--- src/rtl/adder_tg_pkg.sv ---
// -----------------------------------------------------------------------------
// adder_tg_pkg
// Shared types, constants and the LFSR step function for the adder traffic
// generator. Contains:
//   tg_state_e   : run-control states IDLE / RUN / DRAIN / DONE
//   LFSR_W       : LFSR width (16)
//   LFSR_TAPS    : Galois feedback mask for x^16+x^14+x^13+x^11+1
//   DEFAULT_SEED : default LFSR load value
//   CNT_W        : width of the transaction and error counters
//   lfsr_advance : one Galois step of the LFSR
// -----------------------------------------------------------------------------
package adder_tg_pkg;

    typedef enum logic [1:0] {
        IDLE  = 2'd0,
        RUN   = 2'd1,
        DRAIN = 2'd2,
        DONE  = 2'd3
    } tg_state_e;

    localparam int                LFSR_W       = 16;
    localparam logic [LFSR_W-1:0] LFSR_TAPS    = 16'hB400;
    localparam logic [LFSR_W-1:0] DEFAULT_SEED = 16'hACE1;
    localparam int                CNT_W        = 8;

    // Right-shifting Galois step: the bit shifted out of bit 0 folds back
    // into the tap positions.
    function automatic logic [LFSR_W-1:0] lfsr_advance(input logic [LFSR_W-1:0] cur);
        logic [LFSR_W-1:0] shifted;
        shifted = {1'b0, cur[LFSR_W-1:1]};
        if (cur[0]) begin
            return shifted ^ LFSR_TAPS;
        end else begin
            return shifted;
        end
    endfunction

endpackage

--- src/rtl/lfsr16.sv ---
// -----------------------------------------------------------------------------
// lfsr16
// 16-bit Galois LFSR with synchronous reload.
// Ports:
//   clk   in  clock, rising edge
//   reset in  asynchronous active-high reset, loads RESET_VAL
//   load  in  reload from seed this cycle (has priority over step)
//   seed  in  value loaded when load=1
//   step  in  advance one position this cycle
//   q     out current LFSR value
// -----------------------------------------------------------------------------
module lfsr16
    import adder_tg_pkg::*;
#(
    parameter logic [LFSR_W-1:0] RESET_VAL = DEFAULT_SEED
) (
    input  logic              clk,
    input  logic              reset,
    input  logic              load,
    input  logic [LFSR_W-1:0] seed,
    input  logic              step,
    output logic [LFSR_W-1:0] q
);

    logic [LFSR_W-1:0] q_q;
    logic [LFSR_W-1:0] q_d;

    // Next LFSR value: reload wins over step, otherwise hold.
    always_comb begin
        q_d = q_q;
        if (load) begin
            q_d = seed;
        end else if (step) begin
            q_d = lfsr_advance(q_q);
        end else begin
            q_d = q_q;
        end
    end

    // LFSR state register.
    always_ff @(posedge clk or posedge reset) begin
        if (reset) begin
            q_q <= RESET_VAL;
        end else begin
            q_q <= q_d;
        end
    end

    assign q = q_q;

endmodule

--- src/rtl/adder_traffic_gen.sv ---
// -----------------------------------------------------------------------------
// adder_traffic_gen
// Self-contained initiator/checker for a registered adder (a/b/valid -> c).
// A start pulse launches NUM_TXN back-to-back transactions with LFSR-derived
// operands; every expected sum is delayed by ADDER_LATENCY cycles and compared
// with c. After the last result has been checked the block reports done/pass.
//
// Optional feature macro: ADDER_TG_FIRST_ERR_EN
//   defined   : first_err captures {a,b,c} of the first mismatch of a run
//   undefined : first_err is tied to zero
//
// Ports:
//   clk       in   clock, rising edge
//   reset     in   asynchronous active-high reset
//   start     in   begins a run when idle or done; ignored while busy
//   a, b      out  operands to the adder
//   valid     out  operands valid this cycle
//   c         in   adder result (WIDTH+1 bits)
//   busy      out  run in progress (RUN or DRAIN)
//   done      out  run finished, held until next start
//   pass      out  done with no mismatches
//   txn_count out  transactions issued this run
//   err_count out  mismatches this run, saturating at 255
//   first_err out  {a,b,c} of the first mismatch, zero if none
// -----------------------------------------------------------------------------
module adder_traffic_gen
    import adder_tg_pkg::*;
#(
    parameter int                WIDTH         = 4,
    parameter int                ADDER_LATENCY = 1,
    parameter int                NUM_TXN       = 16,
    parameter logic [LFSR_W-1:0] SEED          = DEFAULT_SEED
) (
    input  logic               clk,
    input  logic               reset,
    input  logic               start,
    output logic [WIDTH-1:0]   a,
    output logic [WIDTH-1:0]   b,
    output logic               valid,
    input  logic [WIDTH:0]     c,
    output logic               busy,
    output logic               done,
    output logic               pass,
    output logic [CNT_W-1:0]   txn_count,
    output logic [CNT_W-1:0]   err_count,
    output logic [3*WIDTH:0]   first_err
);

    localparam int               SUM_W      = WIDTH + 1;
    localparam int               EXP_PIPE_W = ADDER_LATENCY * SUM_W;
    localparam logic [CNT_W-1:0] LAST_TXN   = CNT_W'(NUM_TXN - 1);
    localparam logic [CNT_W-1:0] CNT_MAX    = {CNT_W{1'b1}};
    localparam logic [2:0]       DRAIN_LAST = 3'(ADDER_LATENCY - 1);

    tg_state_e         state_q, state_d;
    logic [WIDTH-1:0]  a_q, a_d, b_q, b_d;
    logic              valid_q, valid_d;
    logic              busy_q, busy_d, done_q, done_d, pass_q, pass_d;
    logic [CNT_W-1:0]  txn_q, txn_d, err_q, err_d;
    logic [2:0]        drain_q, drain_d;

    logic [ADDER_LATENCY-1:0][WIDTH:0] exp_pipe_q, exp_pipe_d;
    logic [ADDER_LATENCY-1:0]          tag_pipe_q, tag_pipe_d;

    logic              clear_s;
    logic              lfsr_step_s;
    logic [LFSR_W-1:0] lfsr_q;
    logic [LFSR_W-1:0] lfsr_next_s;
    logic [WIDTH:0]    sum_new_s;
    logic [WIDTH:0]    exp_out_s;
    logic              tag_out_s;
    logic              mismatch_s;

    // A run starts (and all run state clears) only from IDLE or DONE.
    assign clear_s     = start && ((state_q == IDLE) || (state_q == DONE));
    assign lfsr_next_s = lfsr_advance(lfsr_q);
    assign sum_new_s   = {1'b0, a_q} + {1'b0, b_q};
    assign exp_out_s   = exp_pipe_q[ADDER_LATENCY-1];
    assign tag_out_s   = tag_pipe_q[ADDER_LATENCY-1];
    assign mismatch_s  = tag_out_s && (c != exp_out_s);

    lfsr16 #(
        .RESET_VAL (SEED)
    ) u_lfsr (
        .clk   (clk),
        .reset (reset),
        .load  (clear_s),
        .seed  (SEED),
        .step  (lfsr_step_s),
        .q     (lfsr_q)
    );

    // Run control: next state, operand generation, counters.
    always_comb begin
        state_d     = state_q;
        lfsr_step_s = 1'b0;
        a_d         = a_q;
        b_d         = b_q;
        valid_d     = 1'b0;
        txn_d       = txn_q;
        drain_d     = drain_q;
        if (mismatch_s && (err_q != CNT_MAX)) begin
            err_d = err_q + 8'd1;
        end else begin
            err_d = err_q;
        end
        case (state_q)
            IDLE, DONE: begin
                if (clear_s) begin
                    // The first pair comes straight from the seed, so the
                    // LFSR (reloaded now) and a/b stay in step.
                    state_d = RUN;
                    valid_d = 1'b1;
                    a_d     = WIDTH'(SEED);
                    b_d     = WIDTH'(SEED >> WIDTH);
                    txn_d   = 8'd0;
                    err_d   = 8'd0;
                    drain_d = 3'd0;
                end else begin
                    state_d = state_q;
                end
            end
            RUN: begin
                // txn_q counts pairs already accepted by the adder; the pair
                // on the bus now is transaction txn_q+1.
                txn_d = txn_q + 8'd1;
                if (txn_q == LAST_TXN) begin
                    state_d = DRAIN;
                    drain_d = 3'd0;
                end else begin
                    valid_d     = 1'b1;
                    lfsr_step_s = 1'b1;
                    a_d         = WIDTH'(lfsr_next_s);
                    b_d         = WIDTH'(lfsr_next_s >> WIDTH);
                end
            end
            DRAIN: begin
                if (drain_q == DRAIN_LAST) begin
                    state_d = DONE;
                end else begin
                    drain_d = drain_q + 3'd1;
                end
            end
            default: begin
                state_d = IDLE;
            end
        endcase
    end

    // Status outputs follow the next state so they are registered yet aligned.
    always_comb begin
        busy_d = (state_d == RUN) || (state_d == DRAIN);
        done_d = (state_d == DONE);
        pass_d = done_d && (err_d == 8'd0);
    end

    // Expected-sum delay line; the tag marks slots that carry a real transaction.
    always_comb begin
        if (clear_s) begin
            exp_pipe_d = '0;
            tag_pipe_d = '0;
        end else begin
            exp_pipe_d = EXP_PIPE_W'({exp_pipe_q, sum_new_s});
            tag_pipe_d = ADDER_LATENCY'({tag_pipe_q, valid_q});
        end
    end

    // Main state and output registers.
    always_ff @(posedge clk or posedge reset) begin
        if (reset) begin
            state_q    <= IDLE;
            a_q        <= '0;
            b_q        <= '0;
            valid_q    <= 1'b0;
            busy_q     <= 1'b0;
            done_q     <= 1'b0;
            pass_q     <= 1'b0;
            txn_q      <= 8'd0;
            err_q      <= 8'd0;
            drain_q    <= 3'd0;
            exp_pipe_q <= '0;
            tag_pipe_q <= '0;
        end else begin
            state_q    <= state_d;
            a_q        <= a_d;
            b_q        <= b_d;
            valid_q    <= valid_d;
            busy_q     <= busy_d;
            done_q     <= done_d;
            pass_q     <= pass_d;
            txn_q      <= txn_d;
            err_q      <= err_d;
            drain_q    <= drain_d;
            exp_pipe_q <= exp_pipe_d;
            tag_pipe_q <= tag_pipe_d;
        end
    end

`ifdef ADDER_TG_FIRST_ERR_EN
    localparam int AB_PIPE_W = ADDER_LATENCY * 2 * WIDTH;

    logic [ADDER_LATENCY-1:0][2*WIDTH-1:0] ab_pipe_q, ab_pipe_d;
    logic [3*WIDTH:0]                      first_err_q, first_err_d;

    // Operands travel with their expected sum; capture only on the first miss.
    always_comb begin
        if (clear_s) begin
            ab_pipe_d   = '0;
            first_err_d = '0;
        end else begin
            ab_pipe_d = AB_PIPE_W'({ab_pipe_q, a_q, b_q});
            if (mismatch_s && (err_q == 8'd0)) begin
                first_err_d = {ab_pipe_q[ADDER_LATENCY-1], c};
            end else begin
                first_err_d = first_err_q;
            end
        end
    end

    // First-error capture registers.
    always_ff @(posedge clk or posedge reset) begin
        if (reset) begin
            ab_pipe_q   <= '0;
            first_err_q <= '0;
        end else begin
            ab_pipe_q   <= ab_pipe_d;
            first_err_q <= first_err_d;
        end
    end

    assign first_err = first_err_q;
`else
    assign first_err = '0;
`endif

    assign a         = a_q;
    assign b         = b_q;
    assign valid     = valid_q;
    assign busy      = busy_q;
    assign done      = done_q;
    assign pass      = pass_q;
    assign txn_count = txn_q;
    assign err_count = err_q;

endmodule

--- config.mk ---
export PLATFORM = sky130hd
export DESIGN_NAME = adder_traffic_gen
export DESIGN_NICKNAME = d
export VERILOG_FILES = /design/src/rtl/adder_tg_pkg.sv /design/src/rtl/lfsr16.sv /design/src/rtl/adder_traffic_gen.sv
export SDC_FILE = /design/constraint.sdc
export NUM_CORES = 1
export LEC_CHECK = 0
export BUFFER_PORTS_ARGS = -buffer_cell sky130_fd_sc_hd__buf_4
export CAP_MARGIN = 20
export CORE_MARGIN = 2
export CORE_UTILIZATION = 50
export CTS_CLUSTER_SIZE = 40
export DETAILED_ROUTE_END_ITERATION = 7
export HOLD_SLACK_MARGIN = 0.03
export PLACE_DENSITY = 0.78
export SYNTH_ARGS = -nofsm -noshare
export SYNTH_HDL_FRONTEND = slang
export SYNTH_SLANG_ARGS = --single-unit
--- constraint.sdc ---
create_clock -name clk -period 2.55 [get_ports clk]
set_input_delay 0.51 -clock clk [delete_from_list [all_inputs] [get_ports clk]]
set_output_delay 0.51 -clock clk [all_outputs]
set_load 0.01 [all_outputs]
# Word-level counts from Yosys, hierarchy flattened
# Cells that the tools add are included.
# totals
wordCells	74
in_bits	8
reg_bits	55
output_inout_bits	41
# classes
mux	28
n_bitwise	1
addsub	4
eq_ne	13
reduce_logical	15
# ops
cell	count
2-to-1 mux 16 bit	3
2-to-1 mux 8 bit	4
adder 8 x 1 -> 8 bit (second input constant)	2
2-to-1 mux 4 bit	4
one-hot mux 4 bit (2 select lines)	2
one-hot mux 8 bit (2 select lines)	1
2-to-1 mux 3 bit	3
one-hot mux 3 bit (3 select lines)	1
== test 2 bit (second input constant)	4
== test 8 x 4 -> 1 bit (second input constant)	1
zero test 8 bit	1
!= test 2 bit (second input constant)	4
!= test 8 bit (second input constant)	1
2-to-1 mux 2 bit	3
one-hot mux 2 bit (3 select lines)	1
AND reduction 3 bit	2
adder 4 x 4 -> 5 bit	1
2-to-1 mux 5 bit	1
!= test 5 bit	1
== test 2 x 1 -> 1 bit (second input constant)	2
logical AND 1 bit	4
2-to-1 mux 1 bit	4
inverter 3 -> 4 bit	1
nonzero test 2 bit	2
other kinds (7)	8

# Logic depth before layout (Yosys ltp)
# Gate-level depths: netlist of run 1.
# depth
depth_word	8
depth_mapped	11
ltp_nobuf	10

# Hierarchy
# From an unflattened synthesis of run 1, not the netlist that was laid out.
# hier_totals
hier_cells	328
area_unflattened_um2	3140.5
# modules_own_cells
mod	n_inst	cells_each	seq_area_each_um2	area_per_inst_um2
adder_traffic_gen	1	253	975.9	2332.2
lfsr16	1	75	410.4	808.3

# Worst setup path before layout of run 1
# OpenSTA, ideal clock, no wires.
# synth_timing
path_kind	register -> register
start	reg txn_q[7] (netlist: txn_count[7])
end	reg pass_q (netlist: pass)
path_stages_with_launch	11
setup_ps	121
setup_slack_ps	351
period_less_slack_ps	2199
arrival_time_ps	2078
path_buffers	1
required_time_ps	2429
path_cell_list	dfrtp_1 or4_4 nor2_4 nor2b_1 buf_6 o22a_1 o22a_1 ha_1 inv_1 a31oi_1 and4b_1
# synth_between
elab_chain_cells	5
# synth_rtl
element	line	text
from (decl)	adder_traffic_gen.sv:59	logic [CNT_W-1:0] txn_q, txn_d, err_q, err_d;
from (signal assigned)	adder_traffic_gen.sv:191	txn_q <= txn_d;
== test 8 x 4 -> 1 bit	adder_traffic_gen.sv:127	if (txn_q == LAST_TXN) begin
2-to-1 mux 2 bit	adder_traffic_gen.sv:127	
one-hot mux 2 bit (3 select lines)	adder_traffic_gen.sv:107	case (state_q)
net state_d[0]	adder_traffic_gen.sv:55	tg_state_e state_q, state_d;
== test 2 bit	adder_traffic_gen.sv:153	done_d = (state_d == DONE);
net done_d	adder_traffic_gen.sv:58	logic busy_q, busy_d, done_q, done_d, pass_q, pass_d;
logical AND 1 bit	adder_traffic_gen.sv:154	pass_d = done_d && (err_d == 8'd0);
net pass_d	adder_traffic_gen.sv:58	
to (signal assigned)	adder_traffic_gen.sv:190	pass_q <= pass_d;
to (decl)	adder_traffic_gen.sv:58	
# The timed path passes the listed nets, and every way through them passes these cells.
# A chain may end at the register's enable or synchronous reset.

# Worst setup path in the final report of run 1
# layout_timing
start	reg txn_q[5] (netlist: txn_count[5])
end	reg pass_q (netlist: pass)
# The elaborated chain is that of the path after synthesis.

==> results of run 1 <==
metal layers:
metal / part of all wire [%] / vias to the layer above / global-route usage, %
li1: - / 1023 / -
met1: 46 / 982 / 25.4
met2: 48 / 46 / 30.4
met3: 4.2 / 7 / 3.82
met4: 1.3 / 0 / 5.76
met5: 0 / - / 0
per-stage QoR:
step	total power [W]	instances	hold slack, ps	instance area, sq um
6_report	0.00373	394	233	3290
5_1_grt	0.00405	394	254	3290
4_1_cts	0.00375	394	255	3290
3_5_place_dp	0.00313	386	483	3170
3_3_place_gp	0.00307	386	471	3170
2_1_floorplan	0.00267	300	466	2940
kinds of logic (layout without fill, tap and decap cells):
group           after synthesis  after routing  share of synthesized area, %
fa+ha+maj                    12             12                          5.45
compound gates               54             54                          13.4
xor+xnor                     18             18                          5.45
other cells                   1             13                         0.130
simple gates                108            108                          19.2
flops                        55             55                          47.9
buf+inv                      37             59                          7.44
mux                           3              3                          1.04
area by class of cell:
class	instances	area, sq um	area share, %
Sequential cell	55	1390	42.1
Multi-Input combinational cell	208	1340	40.7
Timing Repair Buffer	40	313	9.51
Tap cell	72	90.1	2.74
Clock buffer	6	82.6	2.51
Inverter	11	41.3	1.26
Clock inverter	2	38.8	1.18
registers in the layout, summed over array words and instances (netlist names):
register,count
done,1
b,4
exp_out_s,5
tag_out_s,1
busy,1
txn_count,8
valid,1
err_count,8
u_lfsr.q,16
drain_q,3
a,4
state_q,2
pass,1
power groups by stage:
stage               Sequential, W  Clock [W]  Combinational [W]
finish                    0.00151   0.000612            0.00161
CTS                       0.00151   0.000620            0.00163
global route              0.00156   0.000668            0.00183
floorplan                 0.00150          0            0.00117
detailed placement        0.00152          0            0.00161
global placement          0.00152          0            0.00155
worst reg2reg max path, stage by stage (launching register included):
cell,delay (ps)
dfrtp_1,440
or4_4,560
nor2_4,130
nor2b_1,80
o22a_1,200
o22a_1,200
ha_1,200
inv_1,50
a31oi_1,30
and4b_1,190
final timing paths:
| path | endpoint | slack [ps] | cells past startpoint |
|---|---|---|---|
| setup / recovery | pass | 370 | 9 |
| hold reg to reg | u_lfsr.q[7] | 500 | 2 |
| setup reg to reg | pass | 370 | 9 |
| max in group asynchronous | u_lfsr.q[11] | 2000 | 3 |
| min in group clk | u_lfsr.q[7] | 500 | 2 |
| hold / removal | err_count[7] | 230 | 3 |
placed cells by master, fill, tap and decap left out, drive strengths merged, types with 3 or more instances in the layout:
master	instances
o22a	6
mux2i	3
ha	11
conb	13
a21oi	13
o211ai	3
nand3	13
nand2	43
nor2b	5
xor2	12
and2	5
inv	12
xnor2	6
nor2	20
dfstp	8
nand4	5
and3	3
o21ai	12
and4	3
dfrtp	47
or2	3
a22o	6
clkbuf	6
buf	40
a31oi	3
==> out/qor.yml, run 1 <==
power:
  netSwitchingPower_w: 0.00144
  p_clk_share_pct: 16.4
  cellLeakagePower_nw: 1.58
  sw_frac_of_total_pct: 38.5
  int_power_w: 0.00229
  peakVddDrop_v: 0.000410
  power.share.sequential_pct: 40.5
  power.share.combinational_pct: 43.1
  p_per_area_nw_per_um2: 1130
worst_setup_path:
  cp_common_cell: "o22a_1"
  crit_slowest_cell: "or4_4"
  cp_data_arrival_time_ps: 2390
  cp_top_family: "simple AND/OR/NAND/NOR gates"
  worstPathMaxFanout: 4
  critical_path.cell_chain: "or4_4 -> nor2_4 -> nor2b_1 -> o22a_1 -> o22a_1 -> ha_1 -> inv_1 -> a31oi_1 -> and4b_1"
  critPathLaunchType: "register"
  critical_path_required_ps: 2760
  cp.buffers_inverters: 1
  r2r-start: "txn_count[5]"
  critPathMaxStageDelay_ps: 560
  worst_setup_path_startpoint: "txn_count[5]"
  crit_path_end_kind: "register"
  timing_worst_setup_path_type: "register to register"
floorplan:
  floorplan.io_pins: 49
  chipHeight_um: 80.1
  placement_rows: 27
  core-area_sq_um: 5540
  dieArea_sq_um: 6410
  die_x_um: 80.1
  start_util_pct: 52.2
routing:
  wl_per_cell_um: 13.9
  drt-vias-per-instance: 5.22
  detailroute.via_count: 2058
  drc: 0
  detail_route.iter0.violations: 89
  detail_route.wirelength_um: 5470
  number_of_optimization_iterations_in_the_first_detailed_route_pass: 4
  drtAntennaViolNets: 0
placed_design:
  place.port_buffers: 35
  place_hpwl_um: 3940
  detailedPlace.worstSlack_ps: 391
  gpl.final_weighted_congestion: 0.810
logic_synthesis:
  synth_flop_cell: "dfrtp_1"
  postSynthCellCount: 288
  synth_cell_types: 52
  most_frequent_cells_after_synthesis: "dfrtp_1 (47), nand2_1 (43), nor2_1 (19)"
  synth_top_area_share_pct: 40.6
  synth-seq-cells: 55
  post-synth-top-count-cell: "dfrtp_1"
  asyncSetResetFlopFracSynth_pct: 100
  count_of_flip_flops_with_a_built_in_enable_after_synthesis: 0
  syn-mean-instance-area_sq_um: 10.0
  proportion_of_synthesized_chip_area_in_sequential_cells_pct: 47.9
  synth.yosys.warnings: 0
  top_cells_by_area_synth: "dfrtp_1 (41%), dfstp_2 (7.3%), nand2_1 (5.6%), ha_1 (4.8%), buf_4 (3.9%)"
  dominant_cell_type_by_area_after_synthesis: "dfrtp_1"
  mappedNetlistArea_sq_um: 2890
global_routing:
  global_route.overflow_total: 0
  antenna_violations_before_repair: 0
  grt_first_pass_wirelength_um: 9350
  grt_start_max_net_pins: 56
  grt_util_all_layers_pct: 18.8
  number_of_global_route_vias_before_repair: 1992
cts:
  hold_buffers: 0
  worst_skew_pair_later_pin_latency_ps: 320
  numClockSinks: 55
  ctsLongestPathBuffers: 2
  worst_setup_hold_path_clk_slew_ps: 100
  cts_tree: "yes"
  cts.root.buffer_cell: "clkbuf_8"
  ctsResizeCount: 0
  postcts_setup_bufs: 0
  cts_made_buffers: 5
  h-tree-depth: 2
outcome:
  status: "completed"
final_layout:
  num-nets-final: 341
  fin_util_pct: 59.4
  nFillCells: 478
  synthToLayoutAreaGrowth_pct: 13.7
  diodes: 0
  drive_gt1_share_pct: 21.7
worst_hold_path:
  holdCritPathClass: "input port to async pin"
timing:
  max_clock_freq_ghz: 0.460
  layout_setup_ws_ps: 374
  finalClockSkew_ps: 13.2
  fin_crit_ps: 2180
  timing_hold_violations_final: 0
  slew_violations: 0
  final.setup.tns_ps: 0
  min_period_over_period_pct: 85.3
  timing.final.setup_violations: 0
  grt_setup_unrepaired: "false"
run:
  drv.max_cap_violation_count: 0
Note: power is estimated with default switching activity, not from simulation.
==> run 2: changes to the inputs <==
Settings changed: ABC_AREA set to 1, CORE_UTILIZATION 50 to 43, PLACE_DENSITY 0.78 to 0.7.
==> out/qor.yml, run 2 <==
final_layout:
  nFillCells: 661
  largest_reg_flops: 16
  most_frequent_standard_cell_in_the_layout_excluding_fill_and_tap_cells: "inv_1"
  post_layout_nonfiller_instances: 461
  num-nets-final: 400
  diodes: 0
  top_library_cells_by_usage_in_the_layout_fill_and_taps_aside: "inv_1 (64), nand2_1 (48), dfrtp_1 (47)"
  drive_gt1_share_pct: 21.0
  synthToLayoutAreaGrowth_pct: 14.1
  final_design_area_no_fill_sq_um: 3350
cts:
  cts_tree: "yes"
  cts.root.buffer_cell: "clkbuf_8"
  h-tree-depth: 2
  ctsResizeCount: 0
  cts_made_buffers: 5
  postcts_setup_bufs: 0
  numClockSinks: 55
  worst_setup_hold_path_clk_slew_ps: 90
  worst_skew_pair_later_pin_latency_ps: 300
  hold_buffers: 0
  ctsLongestPathBuffers: 2
global_routing:
  antenna_violations_before_repair: 0
  number_of_global_route_vias_before_repair: 2082
  global_route.overflow_total: 0
  grt_start_max_net_pins: 56
  grt_util_all_layers_pct: 15.9
  grt_first_pass_wirelength_um: 9570
logic_synthesis:
  postSynthCellCount: 340
  dominant_combinational_cell_family_by_area_after_synthesis: "simple AND/OR/NAND/NOR gates"
  yosys.area_share.simple_pct: 22.4
  proportion_of_synthesized_chip_area_in_sequential_cells_pct: 47.2
  dominant_cell_type_by_area_after_synthesis: "dfrtp_1"
  mappedNetlistArea_sq_um: 2940
  count_of_flip_flops_with_a_built_in_enable_after_synthesis: 0
  top_cells_by_area_synth: "dfrtp_1 (40%), inv_1 (8.3%), dfstp_2 (7.2%), nand2_1 (6.1%), ha_1 (4.7%)"
  post_synth_xor_area_fraction_pct: 1.19
  synth_flop_cell: "dfrtp_1"
  post-synth-top-count-cell: "inv_1"
  synth_compound_gate_area_share_pct: 10.2
  asyncSetResetFlopFracSynth_pct: 100
  synth.yosys.warnings: 0
  yosys.area_share.adder_pct: 5.37
  synth-seq-cells: 55
  synth_top_area_share_pct: 40.1
  synth.mux.area_fraction_pct: 0
  synth_cell_types: 42
  syn-mean-instance-area_sq_um: 8.64
  most_frequent_cells_after_synthesis: "inv_1 (65), nand2_1 (48), dfrtp_1 (47)"
placed_design:
  place.port_buffers: 35
  place.detailed.instances: 453
  dpl-instance-area_sq_um: 3260
  place_hpwl_um: 4200
  gpl.final_weighted_congestion: 0.872
floorplan:
  core-area_sq_um: 6720
  placement_rows: 30
  floorplan.io_pins: 49
  chipHeight_um: 86.6
  start_util_pct: 43.7
  die_x_um: 86.6
  dieArea_sq_um: 7510
worst_setup_path:
  cp-endpoint: "pass"
  critPathLaunchType: "register"
  crit_slowest_cell: "dfrtp_1"
  worstPathMaxFanout: 4
  critical_path.cell_chain: "inv_1 -> ha_1 -> inv_1 -> nor2_1 -> inv_1 -> o21ai_0 -> ha_1 -> nand2_1 -> nor2_1 -> nand2_1 -> nor2_1"
  register_to_register_setup_slack_ps: 450
  worst_r2r_path_depth: 11
  crit_path_end_kind: "register"
  cp.depth: 11
  critPathMaxStageDelay_ps: 400
  r2r-start: "state_q[0]"
  worstReg2RegEnd: "pass"
  timing_worst_setup_path_type: "register to register"
  cp_data_arrival_time_ps: 2350
  cp.buffers_inverters: 3
  cp_top_family: "adder cells"
  worst_setup_path_startpoint: "state_q[0]"
  critical_path_required_ps: 2790
timing:
  fin_crit_ps: 2100
  finalClockSkew_ps: 3.49
  slew_violations: 0
  max_clock_freq_ghz: 0.476
  grt_setup_unrepaired: "false"
  final.setup.tns_ps: 0
  timing.final.setup_violations: 0
  timing_hold_violations_final: 0
  finalHoldWorstSlack_ps: 238
  min_period_over_period_pct: 82.4
routing:
  drc: 0
  detail_route.wirelength_um: 5630
  detail_route.iter0.violations: 162
  drtAntennaViolNets: 0
  detailroute.via_count: 2266
  number_of_optimization_iterations_in_the_first_detailed_route_pass: 4
  drt-vias-per-instance: 4.92
  wl_per_cell_um: 12.2
power:
  cellLeakagePower_nw: 1.76
  p_per_area_nw_per_um2: 1110
  peakVddDrop_v: 0.000592
run:
  drv.max_cap_violation_count: 0
outcome:
  status: "completed"
worst_hold_path:
  holdCritPathClass: "input port to async pin"
-- run 2: where the power goes --
group / switching (W) / internal, W / total [W]
combinational: 0.00107 / 0.000692 / 0.00176
clock: 0.000272 / 0.000223 / 0.000495
sequential: 0.000236 / 0.00123 / 0.00147
-- run 2: cell type report --
type / instances / area (sq um) / area share, %
multi-input cells: 209 / 1200 / 35.8
clock buffers: 7 / 86.3 / 2.58
clock inverters: 1 / 8.76 / 0.261
well taps: 80 / 100 / 2.99
flip-flops and latches: 55 / 1390 / 41.4
repair buffers: 37 / 290 / 8.66
inverters: 72 / 280 / 8.36
-- run 2: logic make-up after synthesis --
group,after synthesis
flip-flops,55
adder cells (fa/ha/maj),12
AO/OA/AOI/OAI,48
buffers and inverters,88
other,1
AND/OR/NAND/NOR,132
XOR/XNOR,4
-- run 2: how the worst min path moves through the flow --
stage / endpoint / startpoint / slack (ps)
6_report: err_count[1] / reset / 240
5_1_grt: err_count[1] / reset / 270
4_1_cts: err_count[1] / reset / 250
3_5_place_dp: u_lfsr.q[10] / u_lfsr.q[10] / 470
3_3_place_gp: u_lfsr.q[10] / u_lfsr.q[10] / 460
2_1_floorplan: u_lfsr.q[10] / u_lfsr.q[10] / 450
-- run 2: per-layer routing --
layer | routed length, um | GRT usage [%] | vias to the layer above | share of wire [%]
li1 | - | - | 1141 | -
met3 | 238 | 2.76 | 5 | 4.2
met1 | 2620 | 21.4 | 1068 | 47
met5 | 0 | 0 | - | 0
met2 | 2710 | 26.4 | 52 | 48
met4 | 57 | 4.69 | 0 | 1.0
-- run 2: metrics by stage --
step / total power [W] / setup slack, ps / utilization (%)
after floorplan: 0.00272 / 657 / -
after global placement: 0.00320 / 609 / 48.5
after detailed placement: 0.00326 / 455 / 48.5
after CTS: 0.00376 / 448 / 49.9
after global routing: 0.00407 / 233 / 49.9
final: 0.00372 / 448 / 49.9
-- run 2: tightest hold or removal path: stages --
cell    delay, ps
buf_4         110
inv_2          50
buf_12        260
